--- src/rtl/kick_command_issuer.sv ---
// Kick command issuer: accepts a strength request, waits for the ball, fires, then cools down.
// Optional WAIT_IR timeout is enabled by defining the macro KICK_IR_TIMEOUT_EN.
module kick_command_issuer #(
  parameter int HOLD_CYCLES       = 16,
  parameter int COOLDOWN_CYCLES   = 1000000,
  parameter int IR_TIMEOUT_CYCLES = 50000000
) (
  input  logic       clk,
  input  logic       rst_n,
  input  logic       cmd_valid,
  input  logic [3:0] cmd_strength,
  input  logic       cmd_abort,
  input  logic       ir,
  input  logic       trigger_in,
  output logic       cmd_ready,
  output logic       kickstart,
  output logic [6:0] kicktime,
  output logic       busy,
  output logic       done,
  output logic       timeout,
  output logic [7:0] kick_count
);

  localparam logic [1:0] S_IDLE     = 2'd0;
  localparam logic [1:0] S_WAIT_IR  = 2'd1;
  localparam logic [1:0] S_FIRE     = 2'd2;
  localparam logic [1:0] S_COOLDOWN = 2'd3;

  // Counters hold "cycles already spent"; a phase ends in the cycle its counter reads LAST.
  localparam int HOLD_LAST = (HOLD_CYCLES > 1) ? HOLD_CYCLES - 1 : 0;
  localparam int HOLD_W    = (HOLD_LAST > 0) ? $clog2(HOLD_LAST + 1) : 1;
  localparam int CD_LAST   = (COOLDOWN_CYCLES > 1) ? COOLDOWN_CYCLES - 1 : 0;
  localparam int CD_W      = (CD_LAST > 0) ? $clog2(CD_LAST + 1) : 1;

  logic [1:0]        state_reg, state_next;
  logic [3:0]        strength_reg, strength_next;
  logic [HOLD_W-1:0] hold_cnt_reg, hold_cnt_next;
  logic [CD_W-1:0]   cd_cnt_reg, cd_cnt_next;
  logic              done_reg, done_next;
  logic [7:0]        kick_count_reg, kick_count_next;
  logic              wait_expired;

  function automatic logic [6:0] strength_code(input logic [3:0] s);
    logic [6:0] c;
    case (s)
      4'd0:    c = 7'b0000000;
      4'd1:    c = 7'b0000001;
      4'd2:    c = 7'b0000011;
      4'd3:    c = 7'b0000111;
      4'd4:    c = 7'b0011111;
      4'd5:    c = 7'b1000000;
      4'd6:    c = 7'b1100000;
      4'd7:    c = 7'b1110000;
      4'd8:    c = 7'b1111000;
      4'd9:    c = 7'b1111100;
      default: c = 7'b1111110;
    endcase
    return c;
  endfunction

`ifdef KICK_IR_TIMEOUT_EN
  localparam int IRT_LAST = (IR_TIMEOUT_CYCLES > 1) ? IR_TIMEOUT_CYCLES - 1 : 0;
  localparam int IRT_W    = (IRT_LAST > 0) ? $clog2(IRT_LAST + 1) : 1;

  logic [IRT_W-1:0] ir_cnt_reg, ir_cnt_next;
  logic             timeout_reg, timeout_next;

  assign wait_expired = (ir_cnt_reg == IRT_W'(IRT_LAST));

  // Abort and ir both take precedence over expiry.
  always_comb begin
    timeout_next = (state_reg == S_WAIT_IR) && !cmd_abort && !ir && wait_expired;
    ir_cnt_next  = (state_reg == S_WAIT_IR) ? ir_cnt_reg + IRT_W'(1) : '0;
  end

  always_ff @(posedge clk) begin
    if (!rst_n) begin
      ir_cnt_reg  <= '0;
      timeout_reg <= 1'b0;
    end else begin
      ir_cnt_reg  <= ir_cnt_next;
      timeout_reg <= timeout_next;
    end
  end

  assign timeout = timeout_reg;
`else
  assign wait_expired = 1'b0;
  assign timeout      = 1'b0;
`endif

  always_comb begin
    state_next      = state_reg;
    strength_next   = strength_reg;
    hold_cnt_next   = hold_cnt_reg;
    cd_cnt_next     = cd_cnt_reg;
    done_next       = 1'b0;
    kick_count_next = kick_count_reg;

    case (state_reg)
      S_IDLE: begin
        if (cmd_valid) begin
          strength_next = cmd_strength;
          // Strength 0 is a null shot: acknowledged with done, never fired or counted.
          if (cmd_strength == 4'd0) begin
            done_next = 1'b1;
          end else begin
            state_next = S_WAIT_IR;
          end
        end
      end

      S_WAIT_IR: begin
        if (cmd_abort) begin
          state_next = S_IDLE;
        end else if (ir) begin
          state_next    = S_FIRE;
          hold_cnt_next = '0;
        end else if (wait_expired) begin
          state_next = S_IDLE;
        end
      end

      S_FIRE: begin
        if (hold_cnt_reg == HOLD_W'(HOLD_LAST)) begin
          state_next  = S_COOLDOWN;
          cd_cnt_next = '0;
        end else begin
          hold_cnt_next = hold_cnt_reg + HOLD_W'(1);
        end
      end

      S_COOLDOWN: begin
        // Counter parks at its last value while the driver still reports trigger.
        if (cd_cnt_reg == CD_W'(CD_LAST)) begin
          if (!trigger_in) begin
            state_next      = S_IDLE;
            done_next       = 1'b1;
            kick_count_next = kick_count_reg + 8'd1;
          end
        end else begin
          cd_cnt_next = cd_cnt_reg + CD_W'(1);
        end
      end

      default: state_next = S_IDLE;
    endcase
  end

  always_ff @(posedge clk) begin
    if (!rst_n) begin
      state_reg      <= S_IDLE;
      strength_reg   <= 4'd0;
      hold_cnt_reg   <= '0;
      cd_cnt_reg     <= '0;
      done_reg       <= 1'b0;
      kick_count_reg <= 8'd0;
    end else begin
      state_reg      <= state_next;
      strength_reg   <= strength_next;
      hold_cnt_reg   <= hold_cnt_next;
      cd_cnt_reg     <= cd_cnt_next;
      done_reg       <= done_next;
      kick_count_reg <= kick_count_next;
    end
  end

  assign cmd_ready  = (state_reg == S_IDLE);
  assign busy       = (state_reg != S_IDLE);
  assign kickstart  = (state_reg == S_FIRE);
  assign kicktime   = (state_reg == S_FIRE) ? strength_code(strength_reg) : 7'd0;
  assign done       = done_reg;
  assign kick_count = kick_count_reg;

endmodule

--- config.mk ---
export PLATFORM = sky130hd
export DESIGN_NAME = kick_command_issuer
export DESIGN_NICKNAME = d
export VERILOG_FILES = /design/src/rtl/kick_command_issuer.sv
export SDC_FILE = /design/constraint.sdc
export NUM_CORES = 1
export LEC_CHECK = 0
export CAP_MARGIN = 0
export CORE_UTILIZATION = 55
export DETAILED_ROUTE_END_ITERATION = 8
export PLACE_DENSITY = 0.79
export SYNTH_ARGS = -nofsm -noshare
export SYNTH_HDL_FRONTEND = slang
export SYNTH_SLANG_ARGS = --single-unit
export TNS_END_PERCENT = 50
--- constraint.sdc ---
create_clock -name clk -period 2.52 [get_ports clk]
set_input_delay 0.378 -clock clk [delete_from_list [all_inputs] [get_ports clk]]
set_output_delay 0.378 -clock clk [all_outputs]
set_load 0.02 [all_outputs]
==> out/qor.txt, run 1 <==
EDFF count, synth: 0
Synth Warn #: 0
Syn Std Cell Area: 2370 sq um
PwrDens: 503 nW/um^2
CTS Buf Count: 5
die area: 4580 sq um
total I/O pin count: 30
Worst setup EP type: output pin
initial antenna violation count: 0
H-tree depth: 2
post-synth top area share: 38.8%
hpwl dp: 3450 um
Area contributors post-synth: dfxtp_1 (39%), ha_1 (5.8%), xnor2_1 (5.2%)
post-route DRC violation count: 0
via count: 1,913
all-layer global routing usage: 23.1%
share of layout cells above drive strength 1: 7.12%
root buffer cell: clkbuf_8
RD Place Congestion: 0.774
vias in the first global route: 1,747
HP Class: reg2reg
Setup-failing EPs final: 0
Initial Util: 58.4%
Routed Antenna Nets: 0
Post-Syn Nets: 286
type of origin of the critical path: flop
max-cap violations: 0
commonest non-fill, non-tap cells in the layout: dfxtp_1 (46), clkdlybuf4s50_1 (28), nor2_1 (25), nand2_1 (21)
CTS tree: done
port buffer count: 28
Leak: 1.04 nW
clk_lat worst skew: 300 ps
Avg Vias per Cell: 5.54
Unique masters post-synth: 46
largest net degree at the start of global routing: 19
clock buffer depth: 2
drt wl/cell: 13.9 um
Worst EP required: 2140 ps
Max Slew Vio Count: 0
DR iter-0 viols: 92
Crit Path Category: reg2out
DIE WIDTH: 67.7 um
num rows: 23
Max Clock Freq: 0.427 GHz
RSZ-0062 raised after global routing: false
WP data arrival: 1970 ps
Seq/Total Area, Yosys: 38.8%
Area growth, synth to finish: 17.1%
first-pass GRT wire length: 7850 um
share of flip-flops with an asynchronous set or reset: 0%
Antenna diodes: 0
Max IR drop VDD: 315 uV
Least-Margin Pin Slew: 632 ps
number of synthesized register bits: 46
Placed Instances: 338
die height: 67.7 um
CP max FO: 17
leading area contributor after synthesis: dfxtp_1
relative slew slack: 57.6%
Cells after Synth: 265
Worst-path clk slew: 80 ps
grt total ovfl: 0
Post-Layout Cell Count: 345
status: finished, final reports clean
nets: 316
dpl cell area: 2700 sq um
final period utilization: 93.0%
clock skew: 2.29 ps
first-pass detailed-route iteration total: 4
Post-Place Setup Slack: 332 ps
Worst Setup Slack, final: 176 ps
post-CTS setup buffer count: 0
core footprint: 4060 sq um
ys flop type: dfxtp_1
final wirelength: 4800 um
most common cell after layout, fill and taps aside: dfxtp_1
setup total negative slack: 0 ps
Clock Sinks: 46
fin area: 2780 sq um
Final Hold Viols: 0
Tmin final: 2340 ps
mean post-synth cell area: 8.95 sq um
-- cell usage after synthesis (2+ instances only) --
cell and number:
o21ai_1 2, nor4_1 3, clkbuf_1 5, nor3_1 7
and4_1 4, xnor2_1 14, o31ai_1 2, and3_1 6
nand3_1 15, o21ai_0 10, xor2_1 6, a21oi_1 12
inv_1 15, nor4b_2 2, nand2_1 21, dfxtp_1 46
ha_1 11, nand2b_1 6, a221oi_1 3, buf_4 2
nor2_1 25, nand4_1 7, mux2i_1 7, and2_1 8
or3_1 5
-- path summary, 6_finish.rpt --
| check | startpoint | endpoint | slack [ps] | cells past startpoint |
|---|---|---|---|---|
| max | state_reg[0]$_SDFFE_PN0P_ | kicktime[2] | 180 | 4 |
| min | strength_reg[0]$_SDFFE_PN0P_ | strength_reg[0]$_SDFFE_PN0P_ | 480 | 2 |
| max reg2reg | state_reg[0]$_SDFFE_PN0P_ | cd_cnt_reg[19]$_SDFFE_PN0P_ | 440 | 7 |
| min reg2reg | strength_reg[0]$_SDFFE_PN0P_ | strength_reg[0]$_SDFFE_PN0P_ | 480 | 2 |
-- final cells by class --
type,count,area (sq um)
clock buffer,7,76.3
fill,320,1280
inverter,15,56.3
multi-input combinational,196,1360
sequential,46,921
tap,50,62.6
timing repair buffer,31,303
-- critical path, stage by stage (launching register included) --
cell and delay [ps]:
dfxtp_1 350, inv_1 130, ha_2 380, and2_1 190, clkdlybuf4s50_1 610
-- repair_timing --
item,4_1_cts,5_1_grt
endpoints found under the setup margin,0,7
resized for setup,0,1
hold buffers,0,0
hold endpoints to repair,0,0
-- metrics by stage --
stage / util [%] / power [mW] / hold WS (ps)
floorplan: - / 0.917 / 444
global placement: 66.5 / 0.978 / 455
detailed placement: 66.5 / 0.984 / 467
CTS: 68.4 / 1.41 / 477
global route: 68.4 / 1.46 / 521
finish: 68.4 / 1.40 / 477
-- power breakdown --
group	total [mW]	switching [mW]	internal, mW
Clock	0.428	0.237	0.191
Sequential	0.774	0.0156	0.759
Combinational	0.195	0.111	0.0840
Total	1.40	0.363	1.03
-- layer usage --
layer | part of all wire, % | vias to the layer above | GRT usage, %
met5 | 0 | - | 0
li1 | - | 990 | -
met3 | 2.9 | 10 | 4.05
met4 | 2.5 | 0 | 12.0
met2 | 46 | 29 | 37.0
met1 | 48 | 884 | 29.4
-- cell families (layout without fill, tap and decap cells) --
family	count (synthesis)	after routing	synth area share, %
and+or+nand+nor	117	117	28.6
buffers and inverters	23	53	4.01
other	1	1	0.158
adders and majority gates	11	11	5.80
DFF	46	46	38.8
xor gates and xnor gates	20	20	7.39
AOI/OAI and AO/OA	39	39	11.8
muxes	8	8	3.43
(Power assumes the default switching activity.)
==> run 2, diff against run 1 <==
--- a/config.mk
+++ b/config.mk
@@ -6,7 +6,9 @@
 export NUM_CORES = 1
 export LEC_CHECK = 0
 export CAP_MARGIN = 0
+export CORE_MARGIN = 1
 export CORE_UTILIZATION = 55
+export CTS_CLUSTER_SIZE = 12
 export DETAILED_ROUTE_END_ITERATION = 8
 export PLACE_DENSITY = 0.79
 export SYNTH_ARGS = -nofsm -noshare
==> results of run 2 <==
Same layout as run 1: the final DEF is identical, and so are final timing and power.
==> run 3, diff against run 2 <==
--- a/config.mk
+++ b/config.mk
@@ -11,6 +11,7 @@
 export CTS_CLUSTER_SIZE = 12
 export DETAILED_ROUTE_END_ITERATION = 8
 export PLACE_DENSITY = 0.79
+export SLEW_MARGIN = 25
 export SYNTH_ARGS = -nofsm -noshare
 export SYNTH_HDL_FRONTEND = slang
 export SYNTH_SLANG_ARGS = --single-unit
==> results of run 3 <==
Same layout as run 1: the final DEF is identical, and so are final timing and power.
